--- config.mk ---
export PLATFORM = sky130hd
export DESIGN_NAME = apb_mm_ctrl_v2
export DESIGN_NICKNAME = d
export VERILOG_FILES = /design/src/rtl/apb_mm_ctrl_v2.sv
export SDC_FILE = /design/constraint.sdc
export NUM_CORES = 1
export LEC_CHECK = 0
export ABC_AREA = 1
export CAP_MARGIN = 20
export CORE_AREA = 2 2 311 313
export CTS_CLUSTER_SIZE = 25
export DETAILED_ROUTE_END_ITERATION = 6
export DIE_AREA = 0 0 313 315
export HOLD_SLACK_MARGIN = 0.12
export PLACE_DENSITY = 0.43
export SETUP_SLACK_MARGIN = 0.05
export SLEW_MARGIN = 30
export SYNTH_ARGS = -nofsm -noshare
export SYNTH_HDL_FRONTEND = slang
export SYNTH_SLANG_ARGS = --single-unit
export TNS_END_PERCENT = 5
--- constraint.sdc ---
create_clock -name clk_i -period 2.3 [get_ports clk_i]
set_input_delay 0.46 -clock clk_i [delete_from_list [all_inputs] [get_ports clk_i]]
set_output_delay 0.46 -clock clk_i [all_outputs]
set_load 0.01 [all_outputs]
--- src/rtl/apb_mm_ctrl_v2.sv ---
// APB4 slave and control sequencer for the matmul accelerator (second generation).
// Decodes the register map, drives external operand/scratchpad storage, launches
// the engine and drains MAX_DIM*MAX_DIM result elements into a scratchpad target.
module apb_mm_ctrl_v2 #(
  parameter int DATA_WIDTH  = 8,
  parameter int BUS_WIDTH   = 32,
  parameter int ADDR_WIDTH  = 16,
  parameter int SP_NTARGETS = 4,
  localparam int MAX_DIM    = BUS_WIDTH / DATA_WIDTH,
  localparam int NEL        = MAX_DIM * MAX_DIM,
  localparam int IW         = $clog2(NEL),
  localparam int SW         = BUS_WIDTH / 8
) (
  input  logic                     clk_i,
  input  logic                     rst_i,
  input  logic                     psel_i,
  input  logic                     penable_i,
  input  logic                     pwrite_i,
  input  logic [ADDR_WIDTH-1:0]    paddr_i,
  input  logic [BUS_WIDTH-1:0]     pwdata_i,
  input  logic [SW-1:0]            pstrb_i,
  output logic [BUS_WIDTH-1:0]     prdata_o,
  output logic                     pready_o,
  output logic                     pslverr_o,
  output logic [1:0]               op_we_o,
  output logic [1:0]               op_row_o,
  output logic [BUS_WIDTH-1:0]     op_wdata_o,
  output logic [SW-1:0]            op_wstrb_o,
  input  logic [2*BUS_WIDTH-1:0]   op_rdata_i,
  output logic                     sp_we_o,
  output logic [1:0]               sp_tgt_o,
  output logic [IW-1:0]            sp_idx_o,
  output logic [BUS_WIDTH-1:0]     sp_wdata_o,
  input  logic [BUS_WIDTH-1:0]     sp_rdata_i,
  output logic                     start_o,
  input  logic                     eop_i,
  input  logic [BUS_WIDTH*NEL-1:0] result_i,
  input  logic [NEL-1:0]           ov_i,
  output logic                     busy_o,
  output logic                     irq_o
);

  typedef enum logic [1:0] {IDLE, RUN, DRAIN} state_t;

  state_t          state_q, state_d;
  logic [IW-1:0]   k_q, k_d;
  logic [15:0]     ctrl_q, ctrl_d;
  logic [NEL-1:0]  flags_q, flags_d;
  logic            done_q, done_d;
  logic            irq_q;
  logic            sp_wait_q;

  logic [2:0]      rsel;
  logic            acc;
  logic            busy;
  logic            tgt_bad;
  logic            err;
  logic            ok_wr;
  logic            sp_rd;
  logic            sp_addr;
  logic            drain_last;
  logic            unused_bits;

  assign rsel       = paddr_i[4:2];
  assign acc        = psel_i & penable_i & ~rst_i;
  assign busy       = (state_q != IDLE);
  assign drain_last = (state_q == DRAIN) && (k_q == IW'(NEL - 1));
  assign unused_bits = ^{paddr_i, ctrl_q};

  // A 2-bit target field can never exceed four targets
  if (SP_NTARGETS >= 4) begin : g_all_tgt
    assign tgt_bad = 1'b0;
  end else begin : g_tgt_chk
    assign tgt_bad = (ctrl_q[5:4] >= 2'(SP_NTARGETS));
  end

  assign err = (pwrite_i && (rsel == 3'd3 || rsel == 3'd5))
            || (rsel[2:1] == 2'b11)
            || (busy && !(rsel == 3'd4 && !pwrite_i))
            || (rsel == 3'd5 && tgt_bad);

  assign ok_wr   = acc & pwrite_i & ~err;
  assign sp_rd   = acc & ~pwrite_i & (rsel == 3'd5) & ~err;
  // Scratchpad address is presented from the setup phase so data is ready by the second access cycle
  assign sp_addr = psel_i & ~pwrite_i & (rsel == 3'd5) & ~busy & ~tgt_bad & ~rst_i;

  assign pready_o  = acc & ~(sp_rd & ~sp_wait_q);
  assign pslverr_o = acc & err;
  assign start_o   = ok_wr & (rsel == 3'd0) & pstrb_i[0] & pwdata_i[0];
  assign busy_o    = busy;
  assign irq_o     = irq_q;

  assign op_we_o    = {ok_wr & (rsel == 3'd2), ok_wr & (rsel == 3'd1)};
  assign op_row_o   = (psel_i & ~rst_i) ? paddr_i[6:5] : 2'b00;
  assign op_wdata_o = (|op_we_o) ? pwdata_i : '0;
  assign op_wstrb_o = (|op_we_o) ? pstrb_i : '0;

  // Read data mux; zero unless the access completes without error
  always_comb begin
    prdata_o = '0;
    if (acc && !pwrite_i && !err && pready_o) begin
      unique case (rsel)
        3'd0:    prdata_o = BUS_WIDTH'(ctrl_q);
        3'd1:    prdata_o = op_rdata_i[BUS_WIDTH-1:0];
        3'd2:    prdata_o = op_rdata_i[2*BUS_WIDTH-1:BUS_WIDTH];
        3'd3:    prdata_o = BUS_WIDTH'(flags_q);
        3'd4:    prdata_o = BUS_WIDTH'({done_q, busy});
        3'd5:    prdata_o = sp_rdata_i;
        default: prdata_o = '0;
      endcase
    end
  end

  // Register next values: strobed CTRL writes, DONE W1C, completion updates (set wins)
  always_comb begin
    ctrl_d  = ctrl_q;
    done_d  = done_q;
    flags_d = flags_q;
    if (ok_wr && rsel == 3'd0) begin
      for (int unsigned b = 0; b < 2; b++) begin
        if (pstrb_i[b]) ctrl_d[b*8 +: 8] = pwdata_i[b*8 +: 8];
      end
    end
    if (ok_wr && rsel == 3'd4 && pstrb_i[0] && pwdata_i[1]) done_d = 1'b0;
    if (drain_last) begin
      flags_d   = ov_i;
      done_d    = 1'b1;
      ctrl_d[0] = 1'b0;
    end
  end

  // Sequencer next state and scratchpad port drive
  always_comb begin
    state_d    = state_q;
    k_d        = k_q;
    sp_we_o    = 1'b0;
    sp_tgt_o   = 2'b00;
    sp_idx_o   = '0;
    sp_wdata_o = '0;
    unique case (state_q)
      IDLE: if (start_o) state_d = RUN;
      RUN: begin
        if (eop_i) begin
          state_d = DRAIN;
          k_d     = '0;
        end
      end
      DRAIN: begin
        sp_we_o    = 1'b1;
        sp_tgt_o   = ctrl_q[3:2];
        sp_idx_o   = k_q;
        sp_wdata_o = result_i[k_q*BUS_WIDTH +: BUS_WIDTH];
        k_d        = k_q + 1'b1;
        if (drain_last) state_d = IDLE;
      end
      default: state_d = IDLE;
    endcase
    if (sp_addr) begin
      sp_tgt_o = ctrl_q[5:4];
      sp_idx_o = paddr_i[5 +: IW];
    end
  end

  // State and register storage
  always_ff @(posedge clk_i or posedge rst_i) begin
    if (rst_i) begin
      state_q   <= IDLE;
      k_q       <= '0;
      ctrl_q    <= '0;
      flags_q   <= '0;
      done_q    <= 1'b0;
      irq_q     <= 1'b0;
      sp_wait_q <= 1'b0;
    end else begin
      state_q   <= state_d;
      k_q       <= k_d;
      ctrl_q    <= ctrl_d;
      flags_q   <= flags_d;
      done_q    <= done_d;
      irq_q     <= done_d & ctrl_d[8];
      sp_wait_q <= sp_rd & ~sp_wait_q;
    end
  end

endmodule
# == Word level (Yosys, flattened, before mapping) ==
# Index checks and enable logic that the tools add are counted.
# totals
memories,0
mem_bits_ro,0
word_cells,103
input_bits,682
output_inout_bits,116
latch_bits,0
ff_bits,41
ramBits,0
# classes
addsub,1
magnitude_cmp,0
muxes,23
n_mul,0
n_bitwise,27
div_mod_pow,0
n_shift,1
reduce_logical,29
eq_ne,12
# op_table
operator,count
$shiftx 512x10->32,1
$pmux 32 s6,1
$mux 32,3
$and 1x1->1,21
$mux 4,4
$mux 2,6
$logic_and 1x1->1,11
$mux 9,1
$mux 8,1
$pmux 4 s2,1
$reduce_and 2->1,4
$reduce_bool 2->1,4
$eq 3x2->1 const B,2
$eq 3x3->1 const B,2
$ne 2x2->1 const B,3
$not 1->1,6
$pmux 2 s3,1
$mux 1,5
$add 4x1->4 const B,1
$eq 2x2->1 const B,2
$eq 4x4->1 const B,1
$eq 3x1->1 const B,1
$logic_not 1->1,3
$logic_not 3->1,1
5 further kinds,7

# == Logic depth before layout (Yosys ltp) ==
# depth
word_depth,13
depth_mapped,12
mapped_depth_nobuf,11

# == Worst setup path after synthesis ==
# OpenSTA, ideal clock, no wires.
# synth_path
path_kind,in2out
from,input psel_i
to,output op_wdata_o[11]
n_path_buf,1
arrival_time_ps,1717
setup_slack_ps,123
path_stages,9
required_ps,1840
cell_sequence,inv_1 -> nor2_2 -> nand2_1 -> nor2_1 -> nand2_8 -> nor2_8 -> nor2_8 -> buf_12 -> nor2_2
# synth_via
elab_chain_len,7
word_cells_on_any_way,8
cone_classes,mux: 1; bitwise: 6; reduce/logical: 1
# synth_rtl
element,line_no,text
start: declaration,16,"input logic psel_i,"
$and 1x1->1 (2 in a row),65,assign acc = psel_i & penable_i & ~rst_i;
$and 1x1->1 (2 in a row),82,assign ok_wr = acc & pwrite_i & ~err;
$and 1x1->1,93,"assign op_we_o = {ok_wr & (rsel == 3'd2), ok_wr & (rsel == 3'd1)};"
named net op_we_o[1],25,"output logic [1:0] op_we_o,"
$reduce_or 2->1,95,assign op_wdata_o = (|op_we_o) ? pwdata_i : '0;
$mux 32,95,
end: declaration,27,"output logic [BUS_WIDTH-1:0] op_wdata_o,"
# The timed path passes the listed nets, and every way through them passes these cells.

# == Worst setup path after layout ==
# layout_path
from,register k_q[0]
to,output sp_wdata_o[14]
# layout_via
elab_chain_len,2
# layout_rtl
element,line_no,text
start: declaration,46,"logic [IW-1:0] k_q, k_d;"
start signal: assignment,176,k_q <= k_d;
$shiftx 512x10->32,152,sp_wdata_o = result_i[k_q*BUS_WIDTH +: BUS_WIDTH];
$mux 32,140,unique case (state_q)
end: declaration,33,"output logic [BUS_WIDTH-1:0] sp_wdata_o,"
# Every way passes these cells.

==> impl_metrics.yaml <==
clock_tree:
  cts_hold_buf: 0
  tritoncts: "built"
  clockBufferDepth: 2
  clkTransAtPathRegs_ns: 0.07
  clk_latency_ns: 0.30
  cts.sinks: 41
  clockRootBuffer: "clkbuf_16"
  htree_levels: 2
  cts_buffers: 5
logic_synthesis:
  synth_mux_area_share_pct: 0
  synth_compound_area_share_pct: 41.7
  syn-num-nets: 2122
  synth.yosys.warnings: 0
  synth_top_family_by_area: "compound AO/OA/AOI/OAI gates"
  netlist_area_um2: 8000
  async_flop_share_pct: 100
  syn_inst: 1439
  yosys.area_share.simple_pct: 33.4
  synth-adder-area-share_pct: 0.156
  seq_area_frac_synth_pct: 12.8
  synth_cell_types: 37
  synth_enable_flop_cells: 0
  synth_xor_area_share_pct: 0
  ys_ff_latch: 41
  synth_ff_type: "dfrtp_1"
  postSynthAreaPerCell_um2: 5.56
timing:
  fin_crit_sh_pct: 124
  worst_pin_slew_ns: 0.524
  setup_viol: 104
  setup_ws_ns: -0.551
  relSlewSlack_pct: 64.7
  layout_min_cycle_time_ns: 2.85
  hold_violations: 0
  fin_worst_skew_ns: 0.00565
  drv_slew: 0
  rsz0062_at_grt: "yes"
  max_freq_ghz: 0.351
cells_and_area:
  area_growth_pct: 156
  final_cell_area_um2: 20500
  drive_gt1_share_pct: 21.7
  fin_nets: 3045
  nFillCells: 10900
floorplan:
  die-area_um2: 98600
  die_w_um: 313
  rows: 114
  die_height_um: 315
  ios: 798
  start_util_pct: 8.36
  core_um2: 95700
global_route:
  grt_max_degree: 50
  antenna_found_initial: 54
  grt_pass1_wl_um: 120000
  grt_pass1_vias: 14400
  grt_usage_pct: 17.5
  grt-ovfl-total: 0
detailed_routing:
  drt_wl_total_um: 91700
  wl_met3_um: 6940
  wl_per_cell_um: 25.1
  top_layer: "met5"
  drt.antenna.violating_nets: 0
  drc: 0
  wl_met2_um: 47200
  via_per_inst: 3.90
  dr.pass1.iters: 7
  vias: 14200
  wl_met1_um: 35300
  drtIter0Drc: 815
power_and_ir_drop:
  leakage_nw: 7.93
  p_total_mw: 16.7
  power_per_cell_area_nw_per_um2: 813
  ir_drop_mv: 0.299
placed_design:
  gp_congestion: 0.869
  hpwl_um: 76500
  pre_cts_slack_ns: -0.997
  portBuffers: 788
  postPlaceCellArea_um2: 19000
status:
  status: "complete, but fails checks"
  violations: "setup timing"
worst_setup_path:
  required_ns: 1.84
  crit_path_end_kind: "output pin"
  r2r_slack_ns: 0.31
  timing.rr.end: "irq_o"
  reg2reg_depth: 11
  crit_path_max_fanout: 12
  critPathLaunchType: "register"
  critPathKind: "reg2out"
  worstPathArrival_ns: 2.39
  reg2reg_from: "k_q[0]"
flow_run:
  drv_cap: 0
hold_path:
  hold_class: "in2async"
## sequential cells by signal, summed over array words and instances (netlist names)
| signal | flops |
|---|---|
| irq_o | 1 |
| flags_q | 16 |
| ctrl_q | 16 |
| k_q | 4 |
| state_q | 2 |
| sp_wait_q | 1 |
| done_q | 1 |
## Yosys cell counts (6+ instances only)
cell	instances	share of area, %
a211oi_1	8	0.75
o22ai_1	6	0.47
buf_2	25	1.6
o21ai_1	112	7.0
o21ai_2	8	0.88
a22oi_1	23	2.2
inv_1	78	3.7
a31oi_1	7	0.55
buf_4	14	1.3
o211ai_1	126	12
o21ai_0	208	13
clkbuf_1	83	3.9
nand3_1	46	2.9
nor2_4	29	4.1
a21oi_1	73	4.6
dfrtp_1	41	13
nor2_1	421	20
nand2_1	85	4.0
buf_1	6	0.28
nor2_2	6	0.47
## power by group
part | switching, mW | internal [mW]
clock | 0.327 | 0.544
combinational | 8.06 | 6.83
sequential | 0.0979 | 0.808
total | 8.48 | 8.18
## cells in the final DEF (no fill, tap or decap), drive strengths merged, types with 2 or more instances in the layout
master,count
nand4,3
clkdlybuf4s50,670
bufbuf,3
inv,84
clkbuf,20
nor3,2
o21ai,328
o22ai,6
nand2,91
clkinv,3
o211ai,126
nand3,47
a211oi,8
nor2,460
dfrtp,41
dlygate4sd2,24
o221ai,2
a22oi,23
a21oi,73
a31oi,7
diode,11
clkdlybuf4s15,29
buf,305
## cell families after synthesis
group                    Yosys count
buffers and inverters            217
AND/OR/NAND/NOR                  605
AO/OA/AOI/OAI                    575
adder cells (fa/ha/maj)            1
flip-flops                        41
## layout make-up
cell class / count / area [um2] / area share [%]
Multi-Input combinational cell: 1182 / 6430 / 31.4
Inverter: 85 / 348 / 1.70
Antenna cell: 11 / 27.5 / 0.134
Timing Repair inverter: 2 / 32.5 / 0.159
Clock buffer: 7 / 143 / 0.696
Sequential cell: 41 / 1040 / 5.07
Clock inverter: 1 / 30.0 / 0.147
Timing Repair Buffer: 1045 / 10800 / 52.9
Tap cell: 1276 / 1600 / 7.79
## worst max path at each step
stage                     startpoint             end  slack (ns)  cells past startpoint
final                         k_q[0]  sp_wdata_o[14]       -0.55                     12
after global routing          k_q[0]  sp_wdata_o[14]       -0.64                     12
after CTS                     k_q[0]  sp_wdata_o[14]       -0.62                     12
after detailed placement  paddr_i[3]   op_wdata_o[5]        -1.0                     13
after global placement    paddr_i[3]   op_wdata_o[4]       -1.01                     13
after floorplan               psel_i  op_wdata_o[11]        0.12                      9
## repair_timing
action,4_1_cts,5_1_grt
pin swaps,60,37
resized for setup,460,95
buffers inserted,18,9
gates cloned,15,5
setup endpoints to repair,114,108
## routing by layer
metal  global-route usage (%)  vias up
met3                     5.26      121
met1                     19.7     6630
met5                        0        -
met4                     3.07       44
li1                         -     6817
met2                     32.7      622
## critical path: stages (launching register included)
cell and delay [ns]:
dfrtp_4 0.51, buf_12 0.18, buf_16 0.17, buf_16 0.16, nor2_2 0.11, nor2_1 0.06, buf_4 0.15, o21ai_4 0.07
o21ai_1 0.09, buf_4 0.16, o211ai_1 0.15, a21oi_1 0.08, buf_4 0.16
## metrics by stage
| step | utilization, % | hold slack (ns) | setup TNS (ns) | instances |
|---|---|---|---|---|
| after global routing | 21.4 | 0.416 | -38.63 | 3644 |
| after floorplan | - | 0.442 | 0 | 1439 |
| after detailed placement | 19.9 | 0.468 | -90.16 | 3590 |
| final | 21.4 | 0.399 | -26.93 | 3650 |
| after global placement | 19.9 | 0.464 | -90.69 | 3590 |
| after CTS | 21.0 | 0.403 | -34.80 | 3629 |
(Power assumes the default switching activity.)
